--- config.mk ---
export PLATFORM = sky130hd
export DESIGN_NAME = key_event_scheduler_flat
export DESIGN_NICKNAME = d
export VERILOG_FILES = /design/src/rtl/key_evt_pkg.sv /design/src/rtl/key_event_scheduler_if.sv /design/src/rtl/key_debounce_chan.sv /design/src/rtl/key_event_scheduler.sv /design/src/flat_wrapper.sv
export SDC_FILE = /design/constraint.sdc
export NUM_CORES = 1
export LEC_CHECK = 0
export CORE_UTILIZATION = 40
export DETAILED_ROUTE_END_ITERATION = 10
export SKIP_LAST_GASP = 1
export SLEW_MARGIN = 20
export SYNTH_ARGS = -nofsm -noshare
export SYNTH_HDL_FRONTEND = slang
export SYNTH_HIERARCHICAL = 1
export SYNTH_SLANG_ARGS = --single-unit
--- constraint.sdc ---
create_clock -name clk -period 3.8 [get_ports clk]
set_input_delay 0.76 -clock clk [delete_from_list [all_inputs] [get_ports clk]]
set_output_delay 0.76 -clock clk [all_outputs]
set_load 0.05 [all_outputs]
--- src/rtl/key_evt_pkg.sv ---
// Shared types and helpers for the key event scheduler: event encodings,
// pending-slot layout and the key-index width function.
package key_evt_pkg;

    typedef enum logic [1:0] {
        EVT_PRESS   = 2'b00,
        EVT_RELEASE = 2'b01,
        EVT_REPEAT  = 2'b10
    } evt_type_e;

    // One-entry holding slot per key between the debouncer and the arbiter
    typedef struct packed {
        logic       pend;
        logic [1:0] typ;
    } slot_t;

    function automatic int kw(input int n);
        return (n <= 1) ? 1 : $clog2(n);
    endfunction

endpackage

--- src/rtl/key_event_scheduler_if.sv ---
// Event stream between the key scheduler (master) and its consumer (slave).
interface key_event_scheduler_if import key_evt_pkg::*; #(
    parameter int N_KEYS = 4,
    parameter int KW     = kw(N_KEYS)
) ();
    logic          evt_valid;
    logic          evt_ready;
    logic [KW-1:0] evt_key;
    logic [1:0]    evt_type;
    logic          evt_overflow;
    logic          clr_overflow;

    modport master (
        output evt_valid, evt_key, evt_type, evt_overflow,
        input  evt_ready, clr_overflow
    );

    modport slave (
        input  evt_valid, evt_key, evt_type, evt_overflow,
        output evt_ready, clr_overflow
    );
endinterface

--- src/rtl/key_debounce_chan.sv ---
// One key: 2-FF synchroniser, tick-based debounce and auto-repeat.
// Emits a combinational event strobe on the tick that changes state.
module key_debounce_chan import key_evt_pkg::*; #(
    parameter int STABLE_TICKS = 2,
    parameter int REPEAT_TICKS = 32,
    parameter bit ACTIVE_LOW   = 1'b1
) (
    input  logic       clk,
    input  logic       rst,
    input  logic       key_raw,
    input  logic       sample_tick,
    output logic       key_level,
    output logic       evt_raise,
    output logic [1:0] evt_type
);
    localparam int SW = $clog2(STABLE_TICKS + 1);
    localparam int RW = $clog2(REPEAT_TICKS + 1);

    logic [1:0]    sync_ff;
    logic          key_now;
    logic [SW-1:0] stable_cnt;
    logic [RW-1:0] repeat_cnt;
    logic          chg_done;
    logic          rep_done;

    assign key_now  = ACTIVE_LOW ? ~sync_ff[1] : sync_ff[1];
    assign chg_done = sample_tick && (key_now != key_level) &&
                      (stable_cnt == SW'(STABLE_TICKS - 1));
    assign rep_done = sample_tick && key_level && (key_now == key_level) &&
                      (repeat_cnt == RW'(REPEAT_TICKS - 1));

    assign evt_raise = chg_done || rep_done;
    assign evt_type  = chg_done ? (key_now ? EVT_PRESS : EVT_RELEASE) : EVT_REPEAT;

    // Synchroniser resets to the released level so reset never looks like a press
    always_ff @(posedge clk) begin
        if (rst) begin
            sync_ff    <= {2{ACTIVE_LOW}};
            key_level  <= 1'b0;
            stable_cnt <= '0;
            repeat_cnt <= '0;
        end else begin
            sync_ff <= {sync_ff[0], key_raw};
            if (sample_tick) begin
                if (key_now != key_level) begin
                    if (chg_done) begin
                        key_level  <= key_now;
                        stable_cnt <= '0;
                        repeat_cnt <= '0;
                    end else begin
                        stable_cnt <= stable_cnt + 1'b1;
                    end
                end else begin
                    stable_cnt <= '0;
                    if (key_level)
                        repeat_cnt <= rep_done ? '0 : repeat_cnt + 1'b1;
                end
            end
        end
    end
endmodule

--- src/rtl/key_event_scheduler.sv ---
// Key front end: shared sample tick, per-key debounce channels, per-key
// pending slots and a round-robin arbiter feeding one registered event stream.
module key_event_scheduler import key_evt_pkg::*; #(
    parameter int N_KEYS       = 4,
    parameter int TICK_DIV     = 1048576,
    parameter int STABLE_TICKS = 2,
    parameter int REPEAT_TICKS = 32,
    parameter bit ACTIVE_LOW   = 1'b1
) (
    input  logic                  clk,
    input  logic                  rst,
    input  logic [N_KEYS-1:0]     key_in,
    output logic [N_KEYS-1:0]     key_level,
    key_event_scheduler_if.master evt
);
    localparam int KW = kw(N_KEYS);
    localparam int TW = $clog2(TICK_DIV);

    logic [TW-1:0]            tick_cnt;
    logic                     sample_tick;
    logic [N_KEYS-1:0]        raise;
    logic [N_KEYS-1:0][1:0]   raise_type;
    slot_t [N_KEYS-1:0]       slot;
    logic [N_KEYS-1:0]        granted;
    logic [N_KEYS-1:0]        drop;
    logic [KW-1:0]            rr_ptr;
    logic [KW-1:0]            gnt_idx;
    logic [KW-1:0]            scan_idx;
    logic                     gnt_found;
    logic                     loadable;
    logic                     fire;

    function automatic logic [KW-1:0] wrap_add(input logic [KW-1:0] base, input int off);
        int s;
        s = int'(base) + off;
        if (s >= N_KEYS) s -= N_KEYS;
        return KW'(s);
    endfunction

    assign sample_tick = (tick_cnt == TW'(TICK_DIV - 1));

    always_ff @(posedge clk) begin
        if (rst)              tick_cnt <= '0;
        else if (sample_tick) tick_cnt <= '0;
        else                  tick_cnt <= tick_cnt + 1'b1;
    end

    for (genvar k = 0; k < N_KEYS; k++) begin : g_chan
        key_debounce_chan #(
            .STABLE_TICKS (STABLE_TICKS),
            .REPEAT_TICKS (REPEAT_TICKS),
            .ACTIVE_LOW   (ACTIVE_LOW)
        ) u_chan (
            .clk         (clk),
            .rst         (rst),
            .key_raw     (key_in[k]),
            .sample_tick (sample_tick),
            .key_level   (key_level[k]),
            .evt_raise   (raise[k]),
            .evt_type    (raise_type[k])
        );
    end

    // First pending key at or after rr_ptr, wrapping around
    always_comb begin
        gnt_found = 1'b0;
        gnt_idx   = '0;
        scan_idx  = '0;
        for (int i = 0; i < N_KEYS; i++) begin
            scan_idx = wrap_add(rr_ptr, i);
            if (!gnt_found && slot[scan_idx].pend) begin
                gnt_found = 1'b1;
                gnt_idx   = scan_idx;
            end
        end
    end

    assign loadable = !evt.evt_valid || evt.evt_ready;
    assign fire     = loadable && gnt_found;

    always_comb begin
        granted = '0;
        drop    = '0;
        for (int k = 0; k < N_KEYS; k++) begin
            granted[k] = fire && (gnt_idx == KW'(k));
            drop[k]    = raise[k] && slot[k].pend && !granted[k];
        end
    end

    always_ff @(posedge clk) begin
        if (rst) begin
            evt.evt_valid <= 1'b0;
            evt.evt_key   <= '0;
            evt.evt_type  <= '0;
            rr_ptr        <= '0;
        end else if (loadable) begin
            if (gnt_found) begin
                evt.evt_valid <= 1'b1;
                evt.evt_key   <= gnt_idx;
                evt.evt_type  <= slot[gnt_idx].typ;
                rr_ptr        <= wrap_add(gnt_idx, 1);
            end else begin
                evt.evt_valid <= 1'b0;
            end
        end
    end

    // A slot granted this cycle may be refilled by a same-cycle event
    always_ff @(posedge clk) begin
        if (rst) begin
            slot             <= '0;
            evt.evt_overflow <= 1'b0;
        end else begin
            for (int k = 0; k < N_KEYS; k++) begin
                if (raise[k] && !drop[k]) begin
                    slot[k].pend <= 1'b1;
                    slot[k].typ  <= raise_type[k];
                end else if (granted[k]) begin
                    slot[k].pend <= 1'b0;
                end
            end
            if (|drop)                 evt.evt_overflow <= 1'b1;
            else if (evt.clr_overflow) evt.evt_overflow <= 1'b0;
        end
    end
endmodule

--- src/flat_wrapper.sv ---
// flat-port wrapper written by rule: the top's interface ports become plain ports
module key_event_scheduler_flat import key_evt_pkg::*;
#(
    parameter int N_KEYS       = 4,
    parameter int TICK_DIV     = 1048576,
    parameter int STABLE_TICKS = 2,
    parameter int REPEAT_TICKS = 32,
    parameter bit ACTIVE_LOW   = 1'b1
)
  (clk, rst, key_in, key_level, evt_evt_valid, evt_evt_key, evt_evt_type, evt_evt_overflow, evt_evt_ready, evt_clr_overflow);
  key_event_scheduler_if #(.N_KEYS(N_KEYS)) evt_i ();
  input  logic clk;
  input  logic rst;
  input  logic [N_KEYS-1:0] key_in;
  output logic [N_KEYS-1:0] key_level;
  output wire logic [$bits(evt_i.evt_valid)-1:0] evt_evt_valid;
  output wire logic [$bits(evt_i.evt_key)-1:0] evt_evt_key;
  output wire logic [$bits(evt_i.evt_type)-1:0] evt_evt_type;
  output wire logic [$bits(evt_i.evt_overflow)-1:0] evt_evt_overflow;
  input wire logic [$bits(evt_i.evt_ready)-1:0] evt_evt_ready;
  input wire logic [$bits(evt_i.clr_overflow)-1:0] evt_clr_overflow;
  assign evt_evt_valid = evt_i.evt_valid;
  assign evt_evt_key = evt_i.evt_key;
  assign evt_evt_type = evt_i.evt_type;
  assign evt_evt_overflow = evt_i.evt_overflow;
  assign evt_i.evt_ready = evt_evt_ready;
  assign evt_i.clr_overflow = evt_clr_overflow;
  key_event_scheduler #(.N_KEYS(N_KEYS), .TICK_DIV(TICK_DIV), .STABLE_TICKS(STABLE_TICKS), .REPEAT_TICKS(REPEAT_TICKS), .ACTIVE_LOW(ACTIVE_LOW)) u_core (.clk(clk), .rst(rst), .key_in(key_in), .key_level(key_level), .evt(evt_i));
endmodule
==> summary by stage <==
Logic synthesis
Sequential cells were found to cover 40.91% of the synthesized design area. The number of flip-flops and latches in the synthesized netlist is 84. The post-synth net total is between 400 and 500. The synthesized netlist cell count is 484. The cell with the most instances after synthesis is sky130_fd_sc_hd__dfxtp_1. After synthesis, the mean cell area works out to 8.492 um^2. The share of synthesized area in the top cell type comes to approximately two fifths. The total standard cell area after synthesis is 4110 um^2. The share of flip-flops with an asynchronous set or reset after synthesis is 0%.

Summed over all instances, the cell type with the most area after synthesis is sky130_fd_sc_hd__dfxtp_1. The number of warning messages in the yosys log is 6. The distinct cell type count of the synthesized netlist is 56.

Sorting the synthesized cells by area gives the leading types as sky130_fd_sc_hd__dfxtp_1 (41%), sky130_fd_sc_hd__nand2b_1 (4.7%), sky130_fd_sc_hd__a21oi_1 (4.5%). In the synthesized netlist, the cells that appear most often are sky130_fd_sc_hd__dfxtp_1 (84), sky130_fd_sc_hd__a21oi_1 (37), sky130_fd_sc_hd__nor2_1 (36), sky130_fd_sc_hd__nand2_1 (35), sky130_fd_sc_hd__nand2b_1 (31). The most used flip-flop cell after synthesis is sky130_fd_sc_hd__dfxtp_1.

Counting flops with a built-in enable in the synthesized netlist gives 0.

Finish
The repair_antennas step left the layout with diodes totalling 0. The ratio of cells with drive above 1 in the final layout is 13.03%. Once layout is done, the placed cells without fillers occupy 4569 um^2. In the final design database the tool counted 508 nets. The number of filler instances in the final layout is 926. The area growth from synthesis to layout is 11.17%.

GRT
The sum of overflow across all layers after global routing is 0. The initial antenna violation count is 0. The via count of the first global-routing pass came to between 3000 and 4000. Entering global routing, the biggest net connects 37 pins. The first-pass GRT wire length is 13.69 mm.

In the global route stage, overall resource usage came out at 16.50%.

Clock tree
The maximum root-to-sink buffer count is 2. The later pin in the worst-skew pair is clocked with a latency of 0.36 ns. The number of hold buffers added after cts is 0. TritonCTS built the clock tree. The number of setup buffers added after CTS is 0. The clock tree root buffer cell is sky130_fd_sc_hd__clkbuf_8. The H-tree was split into 3 levels. After clock tree synthesis, the clock-pin slew on the worst setup and hold paths is 0.08 ns.

The post-cts sizing count is 0. The clock net sink count is 84. The number of buffers created by CTS is 9.

Routing
Detailed routing inserted a total of about 3300 vias. For this run, the detailed router's first-pass iteration total came to 4. After detailed routing, the number of remaining DRC violations is 0. The first routing iteration left 137 violations.

After detailed routing, the average wire length per cell comes to 12.78 um. Once detail routing completed, the nets flagged for antenna violations numbered 0. In the routed layout, each cell is associated on average with a via count of ~5.3.

The routed design has 8.074 mm of wire.

Worst setup path
In this run the critical register-to-register path is launched from u_core/tick_cnt[6]$_SDFF_PP0_. The cell family contributing the most delay on the critical path is simple AND/OR/NAND/NOR gates. The critical path start-end classification is flop to flop. Together, buffers and inverters on the worst path number 1. The data arrival time at the worst-slack endpoint is approximately 3.2 ns.

The peak fanout along the critical path is 36. The worst setup path is captured at a flop. For this design, the slowest cell found on the critical path is sky130_fd_sc_hd__or4_1. Among the stages of the critical path, the cell type that occurs most often is sky130_fd_sc_hd__nand2_1. The worst endpoint required time is 4.08 ns. The stage delay of the slowest cell on the critical path is 0.51 ns. STA classifies the critical path startpoint as a flop. The signal on the critical path passes through and4_1, nand4_1, nor3_2, buf_4, nand2_1, or4_1, nand2_1, a21boi_1, mux2i_1. Tracing the worst setup path back leads to its startpoint at u_core/tick_cnt[6]$_SDFF_PP0_. The register-to-register path setup slack is 0.89 ns.

Timing
The worst path needs 2.908 ns of the cycle, external delays included. The setup skew after layout is 0.008642 ns. The accumulated negative setup slack is 0 ns. The normalized max-slew margin is between 60% and 70%. The number of max-slew violations in the final report is 0. The hold violation count in the final report is 0.

The transition at the pin with the smallest max-transition slack is 0.5857 ns. The number of setup violations in the final report is 0. Setup repair after global routing left no endpoint under its margin.

The final critical path takes up 76.53% of the cycle. For this run, the top clock speed supported by timing is 343.8 MHz.

Placement
The number of buffer cells added on primary ports is 17. Summing all placed instances gives a cell area of 4363 um^2. The weighted congestion at the end of routability-driven global placement is 0.7713. After legalization and detailed placement, the total HPWL measured between 5 and 6 mm.

Die
The floorplan die width is between 100 and 150 um. For this design the top-level I/O count stands at 18. The die is 103.4 um tall.

The number of placement rows is 36. The initial core utilization is 41.67%. The core region is 9864 um^2. The die footprint is 10690 um^2.

Flow run
Max-cap violations in this run came to 0.

Power and ir drop
The overall power after layout is 1.615 mW. For this design the ratio of total power to cell area is 353.4 nW/um^2. The worst-case vdd ir drop is around 170 uV. The reported leakage power is approximately 1.5 nW.

Status
The flow ran to the end, and the final reports show no timing, DRC or antenna violations.

Worst hold path
The critical hold path startpoint is u_core/g_chan[3].u_chan/sync_ff[0]$_SDFF_PP1_. The min-delay analysis places its worst path in the category flop to flop.
==> routing by layer <==
layer / track usage [%] / part of all wire [%] / vias to the layer above / wire [um]
met5: 0 / 0 / - / 0
met4: 6.176 / 1.0 / 0 / 83
met3: 4.503 / 2.5 / 8 / 201
met1: 21.78 / 52 / 1560 / 4235
li1: - / - / 1740 / -
met2: 25.73 / 44 / 20 / 3554
==> cell families (layout without fill, tap and decap cells) <==
logic type / after synthesis / in the layout / synth area share, %
and+or+nand+nor: 205 / 205 / 27.70
DFF: 84 / 84 / 40.91
AOI/OAI and AO/OA: 115 / 115 / 17.72
adders and majority gates: 9 / 9 / 2.618
buffers and inverters: 42 / 57 / 4.596
muxes: 8 / 8 / 1.979
xor gates and xnor gates: 21 / 21 / 4.475
==> cell usage in the layout, fill, tap and decap left out, types with 4 or more instances in the layout <==
master and count:
sky130_fd_sc_hd__a211oi_1 6, sky130_fd_sc_hd__a21oi_1 37, sky130_fd_sc_hd__a21oi_2 4, sky130_fd_sc_hd__a41oi_1 4, sky130_fd_sc_hd__and3_1 6, sky130_fd_sc_hd__clkbuf_8 9
sky130_fd_sc_hd__clkdlybuf4s50_1 16, sky130_fd_sc_hd__dfxtp_1 84, sky130_fd_sc_hd__ha_1 5, sky130_fd_sc_hd__inv_1 18, sky130_fd_sc_hd__inv_2 4, sky130_fd_sc_hd__maj3_2 4
sky130_fd_sc_hd__mux2i_1 7, sky130_fd_sc_hd__nand2_1 35, sky130_fd_sc_hd__nand2b_1 31, sky130_fd_sc_hd__nand3_1 18, sky130_fd_sc_hd__nand3b_1 4, sky130_fd_sc_hd__nand4_1 16
sky130_fd_sc_hd__nor2_1 36, sky130_fd_sc_hd__nor2b_1 7, sky130_fd_sc_hd__nor3_1 7, sky130_fd_sc_hd__o211ai_1 5, sky130_fd_sc_hd__o21ai_0 28, sky130_fd_sc_hd__o21bai_1 4
sky130_fd_sc_hd__o22ai_1 4, sky130_fd_sc_hd__o31ai_1 4, sky130_fd_sc_hd__or2_2 14, sky130_fd_sc_hd__or3_2 12, sky130_fd_sc_hd__or4_1 4, sky130_fd_sc_hd__or4_4 4
sky130_fd_sc_hd__xnor2_1 10, sky130_fd_sc_hd__xor2_1 11
==> power breakdown <==
| part | switching, mW | internal (mW) | total, mW |
|---|---|---|---|
| sequential | 0.00739 | 0.886 | 0.893 |
| clock | 0.314 | 0.367 | 0.681 |
| combinational | 0.0223 | 0.0187 | 0.0410 |
==> flip-flops by register name, indices dropped and copies added (netlist names), 2 cells and up <==
| register | count |
|---|---|
| u_core/evt.evt_key | 2 |
| u_core/evt.evt_type | 2 |
| u_core/g_chan.u_chan/key_level | 4 |
| u_core/g_chan.u_chan/repeat_cnt | 24 |
| u_core/g_chan.u_chan/stable_cnt | 8 |
| u_core/g_chan.u_chan/sync_ff | 8 |
| u_core/rr_ptr | 2 |
| u_core/slot | 12 |
| u_core/tick_cnt | 20 |
==> final cells by class <==
cell class                 count  area (um^2)  area share [%]
multi-input combinational    358         2245           49.12
sequential                    84         1682           36.80
timing repair buffer          20        187.7           4.107
tap                          133        166.4           3.642
clock buffer                  11        131.4           2.875
inverter                      22        82.58           1.807
clock inverter                 4        75.07           1.643
==> worst paths after layout <==
check / cells after the start / end
max: 9 / u_core/slot[7]$_SDFFE_PP0P_
min: 1 / u_core/g_chan[3].u_chan/sync_ff[1]$_SDFF_PP1_
max reg2reg: 9 / u_core/slot[7]$_SDFFE_PP0P_
min reg2reg: 1 / u_core/g_chan[3].u_chan/sync_ff[1]$_SDFF_PP1_
==> through the flow <==
stage	hold slack [ns]	util, %	setup slack [ns]	cells
2_1_floorplan	0.3895	-	1.160	484
3_3_place_gp	0.3912	44.23	1.066	617
3_5_place_dp	0.3961	44.23	0.9327	617
4_1_cts	0.4148	46.32	0.8972	632
5_1_grt	0.4309	46.32	0.6270	632
6_report	0.4146	46.32	0.8917	632
Note: power is estimated with default switching activity, not from simulation.
